--- src/rtl/root_feeder_pkg.sv ---
// Shared types and defaults for the root evaluation feeder.
package root_feeder_pkg;

   localparam int unsigned DATA_W      = 16;
   localparam int unsigned TIMEOUT_DEF = 1024;

   typedef enum logic [2:0] {
      ARG0,
      ARG1,
      START,
      WAIT,
      PUSH
   } state_t;

endpackage

--- src/rtl/root_feeder_fifo.sv ---
// Circular result FIFO; OUT side reads the head straight from storage.
module root_feeder_fifo #(
   parameter int unsigned W          = 16,
   parameter int unsigned FIFO_DEPTH = 4
) (
   input  logic         CLK,
   input  logic         RST,
   input  logic         WR,
   input  logic [W-1:0] WDATA,
   output logic         FULL,
   input  logic         RD_EN,
   output logic [W-1:0] RDATA,
   output logic         EMPTY
);

   localparam int unsigned AW = $clog2(FIFO_DEPTH);
   localparam int unsigned PW = AW + 1;

   logic [W-1:0]  mem [FIFO_DEPTH];
   logic [PW-1:0] wr_ptr;
   logic [PW-1:0] rd_ptr;
   logic          do_wr;
   logic          do_rd;

   // Extra pointer MSB separates full from empty when the indices match.
   assign EMPTY = (wr_ptr == rd_ptr);
   assign FULL  = (wr_ptr[AW] != rd_ptr[AW]) && (wr_ptr[AW-1:0] == rd_ptr[AW-1:0]);
   assign RDATA = mem[rd_ptr[AW-1:0]];

   assign do_rd = RD_EN && !EMPTY;
   assign do_wr = WR && (!FULL || do_rd);

   always_ff @(posedge CLK or posedge RST) begin
      if (RST) begin
         wr_ptr <= '0;
         rd_ptr <= '0;
         mem    <= '{default: '0};
      end else begin
         if (do_wr) begin
            mem[wr_ptr[AW-1:0]] <= WDATA;
            wr_ptr              <= wr_ptr + PW'(1);
         end
         if (do_rd) begin
            rd_ptr <= rd_ptr + PW'(1);
         end
      end
   end

endmodule

--- src/rtl/root_feeder.sv ---
// Packs argument word pairs into IN0/IN1, starts the root, collects RES into
// a result FIFO and aborts jobs whose root never reports ready.
module root_feeder
   import root_feeder_pkg::*;
#(
   parameter int unsigned W          = DATA_W,
   parameter int unsigned FIFO_DEPTH = 4,
   parameter int unsigned TIMEOUT    = TIMEOUT_DEF
) (
   input  logic         CLK,
   input  logic         RST,
   input  logic         IN_VALID,
   input  logic [W-1:0] IN_DATA,
   output logic         IN_READY,
   output logic         ST,
   output logic [W-1:0] IN0,
   output logic [W-1:0] IN1,
   input  logic         RD,
   input  logic [W-1:0] RES,
   output logic         OUT_VALID,
   output logic [W-1:0] OUT_DATA,
   input  logic         OUT_READY,
   output logic         BUSY,
   output logic         ERR,
   input  logic         CLR_ERR
);

   localparam int unsigned WDW = $clog2(TIMEOUT);

   state_t         state;
   logic [WDW-1:0] wdog;
   logic [W-1:0]   res_q;
   logic           fifo_full;
   logic           fifo_empty;
   logic           pop;
   logic           push;

   assign OUT_VALID = !fifo_empty;
   assign pop       = OUT_VALID && OUT_READY;
   // A pop in the same cycle makes room even when the FIFO reads full.
   assign push      = (state == PUSH) && (!fifo_full || pop);

   always_ff @(posedge CLK or posedge RST) begin
      if (RST) begin
         state    <= ARG0;
         IN0      <= '0;
         IN1      <= '0;
         ST       <= 1'b0;
         IN_READY <= 1'b1;
         BUSY     <= 1'b0;
         ERR      <= 1'b0;
         wdog     <= '0;
         res_q    <= '0;
      end else begin
         ST <= 1'b0;
         if (CLR_ERR) begin
            ERR <= 1'b0;
         end
         case (state)
            ARG0: begin
               if (IN_VALID) begin
                  IN0   <= IN_DATA;
                  BUSY  <= 1'b1;
                  state <= ARG1;
               end
            end
            ARG1: begin
               if (IN_VALID) begin
                  IN1      <= IN_DATA;
                  ST       <= 1'b1;
                  IN_READY <= 1'b0;
                  state    <= START;
               end
            end
            START: begin
               wdog  <= '0;
               state <= WAIT;
            end
            WAIT: begin
               // RD beats the watchdog when both land in the same cycle.
               if (RD) begin
                  res_q <= RES;
                  state <= PUSH;
               end else if (wdog == WDW'(TIMEOUT - 1)) begin
                  ERR      <= 1'b1;
                  IN_READY <= 1'b1;
                  BUSY     <= 1'b0;
                  state    <= ARG0;
               end else begin
                  wdog <= wdog + WDW'(1);
               end
            end
            PUSH: begin
               if (push) begin
                  IN_READY <= 1'b1;
                  BUSY     <= 1'b0;
                  state    <= ARG0;
               end
            end
            default: begin
               IN_READY <= 1'b1;
               BUSY     <= 1'b0;
               state    <= ARG0;
            end
         endcase
      end
   end

   root_feeder_fifo #(
      .W          (W),
      .FIFO_DEPTH (FIFO_DEPTH)
   ) u_fifo (
      .CLK   (CLK),
      .RST   (RST),
      .WR    (push),
      .WDATA (res_q),
      .FULL  (fifo_full),
      .RD_EN (pop),
      .RDATA (OUT_DATA),
      .EMPTY (fifo_empty)
   );

endmodule

--- config.mk ---
export PLATFORM = sky130hd
export DESIGN_NAME = root_feeder
export DESIGN_NICKNAME = d
export VERILOG_FILES = /design/src/rtl/root_feeder_pkg.sv /design/src/rtl/root_feeder_fifo.sv /design/src/rtl/root_feeder.sv
export SDC_FILE = /design/constraint.sdc
export NUM_CORES = 1
export LEC_CHECK = 0
export ABC_AREA = 1
export BUFFER_PORTS_ARGS = -buffer_cell sky130_fd_sc_hd__clkbuf_2
export CAP_MARGIN = 20
export CORE_UTILIZATION = 50
export CTS_CLUSTER_SIZE = 25
export DETAILED_ROUTE_END_ITERATION = 8
export PLACE_DENSITY_LB_ADDON = 0.25
export SETUP_SLACK_MARGIN = 0.3
export SLEW_MARGIN = 25
export SYNTH_ARGS = -nofsm -noshare
export SYNTH_HDL_FRONTEND = slang
export SYNTH_SLANG_ARGS = --single-unit
--- constraint.sdc ---
create_clock -name CLK -period 6.95 [get_ports CLK]
set_clock_uncertainty 0.2 [all_clocks]
set_input_delay 0.3475 -clock CLK [delete_from_list [all_inputs] [get_ports CLK]]
set_output_delay 0.3475 -clock CLK [all_outputs]
set_load 0.05 [all_outputs]
; ---- Word level (Yosys, flattened, before mapping)
; Index checks and enable logic that the tools add are counted.
[totals]
register_bits = 135
inputBits = 38
wordCells = 92
[op_classes]
magnitude_cmp = 3
n_reduce_logical = 21
muxes = 31
addsub = 3
n_eq_ne = 15
bitwise_logic = 4
[ops]
columns = cell, n
row1 = $bwmux 64, 1
row2 = $mux 16, 3
row3 = $bmux 16 s2, 1
row4 = $demux 16 s2, 1
row5 = $mux 10, 2
row6 = $pmux 10 s2, 1
row7 = $mux 3, 5
row8 = $pmux 3 s5, 1
row9 = $mux 1, 14
row10 = $add 10x1->10 const B, 1
row11 = $eq 10x10->1 const B, 1
row12 = $ne 2x2->1 const B, 5
row13 = $reduce_and 5->1, 2
row14 = $pmux 1 s4, 2
row15 = $add 3x1->3 const B, 2
row16 = $eq 3x2->1 const B, 2
row17 = $ge 3x3->1 const B, 2
row18 = $logic_and 1x1->1, 6
row19 = $not 2->3, 2
row20 = $reduce_and 2->1, 3
row21 = $reduce_and 4->1, 1
row22 = $reduce_or 2->1, 2
row23 = $eq 3x1->1 const B, 1
row24 = $eq 3x3->1, 1
row25 = 12 further kinds, 15

; ---- Depth between registers and ports, before layout
; Gate-level depths: netlist of run 1.
[logic_depth]
ltp_word = 7
mapped_depth = 12
ltp_nobuf = 10

; ---- By module
; From an unflattened synthesis of run 1, not the netlist that was laid out.
[hier_totals]
hier_cells = 771
area_unflattened_um2 = 6383.6
[by_module_without_submodules]
columns = mod, area_per_inst_um2, instances, cells_each
row1 = root_feeder_fifo, 3493.4, 1, 427
row2 = root_feeder, 2890.3, 1, 344

; ---- Worst setup path after synthesis of run 1
; No wires, ideal clock.
[synth_timing]
kind = register to output
from = register u_fifo.rd_ptr[0]
to = output port OUT_DATA[0]
path_buffers = 2
slack_ns = 4.679
path_stages_with_launch = 6
arrival_ns = 1.723
path_cell_list = dfrtp_1 buf_2 inv_2 clkbuf_1 o21ai_0 o22ai_1
[synth_via]
elab_chain_len = 4
[synth_rtl]
columns = element, line
row1 = start: declaration, root_feeder_fifo.sv:21  ; logic [PW-1:0] rd_ptr;
row2 = start signal: assignment, root_feeder_fifo.sv:44  ; rd_ptr <= rd_ptr + PW'(1);
row3 = $not 2->3 (implied by the code), root_feeder_fifo.sv:28  ; assign RDATA = mem[rd_ptr[AW-1:0]];
row4 = $bmux 16 s2, root_feeder_fifo.sv:28
row5 = $mux 16 (implied by the code) (2 in a row), root_feeder_fifo.sv:28
row6 = end: declaration, root_feeder.sv:21  ; output logic [W-1:0] OUT_DATA,
; Every way passes these cells. The select of a mux whose other input is x is not followed.

; ---- Worst setup path in the final report of run 1
[layout_timing]
from = register u_fifo.rd_ptr[0]
to = register u_fifo.mem[18] (netlist bit)
[layout_via]
elab_chain_len = 6
elab_cells_between_ends = 11
classes_between = 2 x eq/ne / 9 x reduce/logical
[layout_rtl]
columns = element, line
row1 = $eq 3x3->1 or $eq 2x2->1 (tied branches), "root_feeder_fifo.sv:26, root_feeder_fifo.sv:27"
row2 = $logic_not 1->1 or $logic_and 1x1->1 (tied branches), "root_feeder_fifo.sv:30, root_feeder.sv:38, root_feeder_fifo.sv:27"
row3 = $logic_and 1x1->1 or $logic_not 1->1 (tied branches), "root_feeder.sv:39, root_feeder_fifo.sv:31, root_feeder.sv:41"
row4 = $logic_or 1x1->1 or $logic_and 1x1->1 (tied branches), "root_feeder.sv:41, root_feeder_fifo.sv:30"
row5 = $logic_and 1x1->1 or $logic_or 1x1->1 (tied branches), "root_feeder.sv:41, root_feeder_fifo.sv:31"
row6 = $logic_and 1x1->1 *, root_feeder_fifo.sv:31  ; assign do_wr = WR && (!FULL || do_rd);
row7 = end signal: assignment, root_feeder_fifo.sv:37  ; mem <= '{default: '0};
row8 = end signal: indexed assignment, root_feeder_fifo.sv:40  ; mem[wr_ptr[AW-1:0]] <= WDATA;
row9 = end: declaration, root_feeder_fifo.sv:19  ; logic [W-1:0] mem [FIFO_DEPTH];
; Mark *: on every way between the ends. The rest lies on a longest branch, timed or not.
; A chain may end at the register's enable or synchronous reset.

==> metrics.md, run 1 <==
| Metric | Value |
|---|---|
| Fmax | `approximately 0.34 GHz` |
| Syn_area_per_cell | `8.29 um^2` |
| Vias in the first global route | `5173` |
| Die X | `around 110 um` |
| HP Class | `in2reg` |
| Synth warnings | `0` |
| Die H | `~110 um` |
| GR Util All Layers | `25.7%` |
| Wire per inst | `between 15 and 20 um` |
| Layout Nets | `890` |
| Pins Over Slew Limit | `0` |
| Worst-Margin Slew | `806 ps` |
| CTS sink count | `135` |
| # rows | `40` |
| Diodes inserted | `0` |
| Busiest grt layer | `met2` |
| DP HPWL | `9.52 mm` |
| Post-layout minimum cycle time | `2930 ps` |
| Mapped Cells | `739` |
| Cell area power density | `517 nW/um^2` |
| Global-route wire length before repair | `about 25 mm` |
| Final hold vios | `0` |
| Worst rel slew slack | `46.3%` |
| Core ar. | `between 10000 and 15000 um^2` |
| Routed via count | `5304` |
| Area leader, netlist | `dfrtp_1` |
| GRT overflow | `0` |
| Critical R2R Launch | `u_fifo.rd_ptr[0]` |
| # IOs | `91` |
| Worst Min Path Start | `OUT_READY` |
| Share of cells above drive strength 1 | `17.0%` |
| CTS Buffer Depth | `2` |
| Die area | `about 13000 um^2` |
| Hold slack | `38.4 ps` |
| DP Area | `6570 um^2` |
| DRC violations left | `0` |
| Seq cells post-synth | `135` |
| R2r worst-path depth | `10` |
| Post-Layout Cell Count | `about 1000` |
| Worst setup SP type | `flop` |
| Final setup margin | `4020 ps` |
| Slowest CP cell | `dfrtp_2` |
| Crit path cell chain | `inv_2 > nand2_1 > nand2_1 > nor2_2 > nand2_2 > nand2_4 > inv_4 > nand2_2 > nand2_1 > nand2_1` |
| Num CTS Buffers | `17` |
| Dpl cells | `939` |
| Library cells used by synthesis | `29` |
| Hold EP | `u_fifo.rd_ptr[0]` |
| Mapped Area | `6130 um^2` |
| Initial core utilization | `51.2%` |
| Router iterations before antenna repair | `6` |
| Crit path top cell by count | `nand2_1` |
| Reg-to-Reg End | `u_fifo.mem[18]` |
| Arr. time, crit path | `roughly 3000 ps` |
| Port-buffer cells | `90` |
| Vias per std cell | `5.27` |
| Most frequent cells in the layout | `nand2_1 (257), dfrtp_1 (133), clkbuf_2 (90), nand3_1 (79), nor2_1 (63)` |
| Clk_lat worst skew | `~430 ps` |
| RePlAce Congestion | `~0.84` |
| Post-synth EDFFs | `0` |
| H-tree levels | `4` |
| Commonest non-fill, non-tap cell in the layout | `nand2_1` |
| Pre-CTS setup slack | `3830 ps` |
| CTS clk-pin slew, worst paths | `60 ps` |
| Synth top area share | `54.7%` |
| RSZ-0062 raised after global routing | `no` |
| Final setup vio count | `0` |
| Largest stage delay on the critical path | `620 ps` |
| R2R setup slack | `about 4000 ps` |
| Routed Antenna Nets | `0` |
| Syn-to-layout area delta | `22.4%` |
| Post-Syn Nets | `783` |
| Grt met1 use | `between 30% and 40%` |
| Hold path depth | `3` |
| Initial antenna violation count | `0` |
| CP required | `7060 ps` |
| Met3 usage | `8.36%` |
| CP Class | `reg2reg` |
| Setup TNS | `0 ps` |
| Sequential cell area fraction in the yosys report | `between 50% and 60%` |
| FFs w/ async S/R, synth | `100%` |
| Aggregate routed wire length | `15.2 mm` |
| Initial DRC Count | `482` |
| Grt met2 use | `40.9%` |
| Worst vdd ir | `378 uV` |
| Top_reg_cell synth | `dfrtp_1` |
| Pleak | `4.03 nW` |
| Final instance area | `7500 um^2` |
| # Max-Cap Violations | `0` |
| Crit end category | `flop` |
| CTS tree | `done` |
| Worst-path fanout max | `71` |
| CTS root buf | `clkbuf_16` |
| Status | `complete, no violations` |
| Largest net degree at the start of global routing | `76` |
| Synth area leaders | `dfrtp_1 (55%), nand2_1 (16%), nand3_1 (6.5%)` |
| Fin crit share | `42.1%` |
[cells in the mapped netlist, types with 6 or more instances]
cell type / count
buf_2: 8
buf_6: 7
o21ai_0: 54
ha_1: 6
nor2_1: 63
nand3_1: 80
clkbuf_1: 14
nand2_1: 257
inv_1: 35
xor2_1: 7
o22ai_1: 17
a21oi_1: 16
buf_1: 7
dfrtp_1: 134
[power breakdown]
part	total [W]	switching, W	internal, W
sequential	0.00137	0.000284	0.00108
combinational	0.00164	0.00124	0.000398
clock	0.000877	0.000366	0.000510
total	0.00388	0.00189	0.00199
[flip-flops by register name (all words and copies together), names as in the netlist, 3 cells and up]
| name | flops |
|---|---|
| u_fifo.mem | 64 |
| IN0 | 16 |
| IN1 | 16 |
| res_q | 16 |
| wdog | 10 |
| state | 3 |
| u_fifo.rd_ptr | 3 |
| u_fifo.wr_ptr | 3 |
[final cells by class]
type                       instances  area, um^2
multi-input combinational        525        2390
clock buffer                      18         439
sequential                       135        3380
inverter                          41         161
fill                            1015        4460
clock inverter                    14         139
timing repair buffer             126         808
tap                              147         184
[timing repair]
| item | 4_1_cts | 5_1_grt |
|---|---|---|
| gates resized for setup | 0 | 0 |
| hold buffers | 35 | 0 |
| setup buffers | 0 | 0 |
| hold endpoints to repair | 119 | 0 |
[worst max-delay path: cells and delay by family (launching register included)]
kind                   cells  cell delay [ps]
buffers and inverters      2             1030
DFF                        1              620
and+or+nand+nor            8              950
[kinds of logic after synthesis]
logic type | after synthesis | synth area share [%]
AOI/OAI and AO/OA | 93 | 7.98
xor gates and xnor gates | 7 | 1.00
and+or+nand+nor | 419 | 28.6
adders and majority gates | 6 | 1.22
buffers and inverters | 79 | 6.02
DFF | 135 | 55.1
[layer usage]
metal / vias to the layer above / share of wire [%] / wire (um)
met5: - / 0 / 0
met4: 0 / 1.5 / 233
met3: 22 / 7.2 / 1100
met2: 174 / 48 / 7240
met1: 2520 / 44 / 6620
li1: 2588 / - / -
[worst max-delay path by stage]
stage	cells past startpoint	slack (ps)	start	to
floorplan	1	2790	RST	BUSY
global placement	10	3950	u_fifo.rd_ptr[0]	u_fifo.mem[18]
detailed placement	10	3830	u_fifo.rd_ptr[0]	u_fifo.mem[19]
CTS	4	3670	u_fifo.rd_ptr[0]	OUT_DATA[11]
global route	10	3800	u_fifo.rd_ptr[0]	u_fifo.mem[16]
finish	10	4020	u_fifo.rd_ptr[0]	u_fifo.mem[18]
[through the flow]
step	util, %	total power (W)
6_report	62.7	0.00388
5_1_grt	62.7	0.00410
4_1_cts	62.6	0.00388
3_5_place_dp	54.9	0.00298
3_3_place_gp	54.8	0.00293
2_1_floorplan	-	0.00257
(Power assumes the default switching activity.)
==> inputs of run 2 (changes only) <==
Clock period 6.95 ns to 2.7 ns, I/O delays scaled along.
==> run 2 against run 1 <==
Non-clock buffer count is 18 higher. Power grew to 2.7 times the previous value. Highest routed layer unchanged. Critical path depth is 5 lower. Utilization is 1.8 points higher. Die area stayed put. Largest power group unchanged. Sequential cell count stayed put.
==> metrics.md, run 2 (synthesis gave the netlist of run 1 again) <==
| Metric | Value |
|---|---|
| Postcts setup bufs | `0` |
| Largest net degree at the start of global routing | `42` |
| Crit path cell chain | `inv_2 > buf_6 > nor2_1 > o22ai_1 > clkbuf_2` |
| Most frequent cells in the layout | `nand2_1 (257), dfrtp_1 (134), clkbuf_2 (89), nand3_1 (80), nor2_1 (63)` |
| Global-route wire length before repair | `26.1 mm` |
| R2R setup slack | `520 ps` |
| Hold path depth | `4` |
| H-tree levels | `4` |
| Hold EP | `BUSY` |
| RePlAce Congestion | `between 0.8 and 0.9` |
| CP Class | `reg2out` |
| Syn-to-layout area delta | `25.9%` |
| CTS clk-pin slew, worst paths | `60 ps` |
| Top delay family on crit path | `buffers and inverters` |
| Final hold vios | `0` |
| Diodes inserted | `0` |
| Fmax | `~0.44 GHz` |
| CTS Buffer Depth | `2` |
| Cell area power density | `1330 nW/um^2` |
| HP Class | `in2reg` |
| GRT overflow | `0` |
| Core ar. | `between 10000 and 15000 um^2` |
| Num CTS Buffers | `17` |
| Die X | `approximately 110 um` |
| CTS root buf | `clkbuf_16` |
| DRC violations left | `0` |
| Vias in the first global route | `5374` |
| # rows | `40` |
| Initial antenna violation count | `0` |
| Final setup vio count | `0` |
| # IOs | `91` |
| Setup TNS | `0 ps` |
| Status | `complete, no violations` |
| Share of cells above drive strength 1 | `18.1%` |
| Routed Antenna Nets | `0` |
| DP HPWL | `a little under 10 mm` |
| Pins Over Slew Limit | `0` |
| Initial DRC Count | `405` |
| Clk_lat worst skew | `420 ps` |
| Port-buffer cells | `90` |
| Commonest non-fill, non-tap cell in the layout | `nand2_1` |
| Largest stage delay on the critical path | `~500 ps` |
| Slowest CP cell | `dfrtp_1` |
| Reg-to-Reg End | `u_fifo.mem[20]` |
| Router iterations before antenna repair | `5` |
| Worst vdd ir | `860 uV` |
| Final Util | `about 65%` |
| Crit end category | `output pin` |
| Die H | `113 um` |
| Wire per inst | `between 15 and 20 um` |
| Critical R2R Launch | `u_fifo.rd_ptr[0]` |
| WP depth | `5` |
| WP buf/inv | `3` |
| Arr. time, crit path | `1950 ps` |
| Pleak | `4.16 nW` |
| Layout Nets | `908` |
| Worst setup SP type | `flop` |
| Top reg by flops | `u_fifo.mem` |
| Aggregate routed wire length | `15.5 mm` |
| Die area | `approximately 13000 um^2` |
| Routed via count | `approximately 5400` |
| RSZ-0062 raised after global routing | `no` |
| Post-layout minimum cycle time | `2280 ps` |
| Max reg flops | `64` |
| CTS tree | `done` |
| GR Util All Layers | `a little over a quarter` |
| Initial core utilization | `about half` |
| Fin crit share | `84.6%` |
| CP required | `2370 ps` |
| Worst-path fanout max | `33` |
| # Max-Cap Violations | `0` |
| R2r worst-path depth | `9` |
| Worst-Margin Slew | `767 ps` |
| Worst rel slew slack | `48.7%` |
| Worst Min Path Start | `IN_VALID` |
| CTS sink count | `135` |
| Vias per std cell | `between 5 and 6` |
==> run 2: changes by cell type in the layout (fill, tap and decap cells not counted), sizes merged <==
cell and delta:
clkinvlp -1, clkbuf +2, buf +16, inv -7, clkinv +3, dlygate4sd3 +2
bufinv +3
==> run 2: layer usage <==
layer / wire [um] / track usage (%)
met2: 7370 / 42.8
met5: 0 / 0
met3: 884 / 5.25
met1: 6840 / 34.2
met4: 398 / 12.3
==> run 2: power by group <==
group | internal [W] | switching, W
clock | 0.00159 | 0.000862
sequential | 0.00279 | 0.000608
combinational | 0.00113 | 0.00331
==> run 2: how the worst max path moves through the flow <==
stage                          start             end  slack [ps]
floorplan           u_fifo.rd_ptr[0]     OUT_DATA[0]         640
global placement    u_fifo.rd_ptr[0]  u_fifo.mem[36]         690
detailed placement  u_fifo.rd_ptr[0]  u_fifo.mem[45]         580
CTS                 u_fifo.rd_ptr[0]    OUT_DATA[12]         330
global route        u_fifo.rd_ptr[0]    OUT_DATA[12]         320
finish              u_fifo.rd_ptr[0]     OUT_DATA[3]         420
==> run 2: repair_timing <==
action | in CTS | in global routing
endpoints found under the hold margin | 81 | 0
endpoints found under the setup margin | 1 | 8
resized for setup | 1 | 2
cloned | 0 | 0
hold buffers | 37 | 0
==> run 2: cell type report <==
class | instances | area [um^2]
Inverter | 41 | 160
Timing Repair Buffer | 144 | 983
Fill cell | 957 | 4240
Clock buffer | 20 | 457
Tap cell | 147 | 184
Multi-Input combinational cell | 525 | 2380
Sequential cell | 135 | 3380
Clock inverter | 12 | 174
==> run 2: worst min-delay path, cell delays in order <==
cell and delay [ps]:
clkbuf_2 90, nand3_1 70, buf_4 230, nand2_1 100
==> run 2: per-stage QoR <==
step	hold WS (ps)	instances	total power, W	area [um^2]	setup slack (ps)
final	41.4	1024	0.0103	7720	415
after global routing	88.2	1024	0.0109	7720	323
after CTS	32.2	1024	0.0103	7710	333
after detailed placement	106	955	0.00776	6710	578
after global placement	89.9	955	0.00764	6710	686
after floorplan	34.0	739	0.00661	6130	642
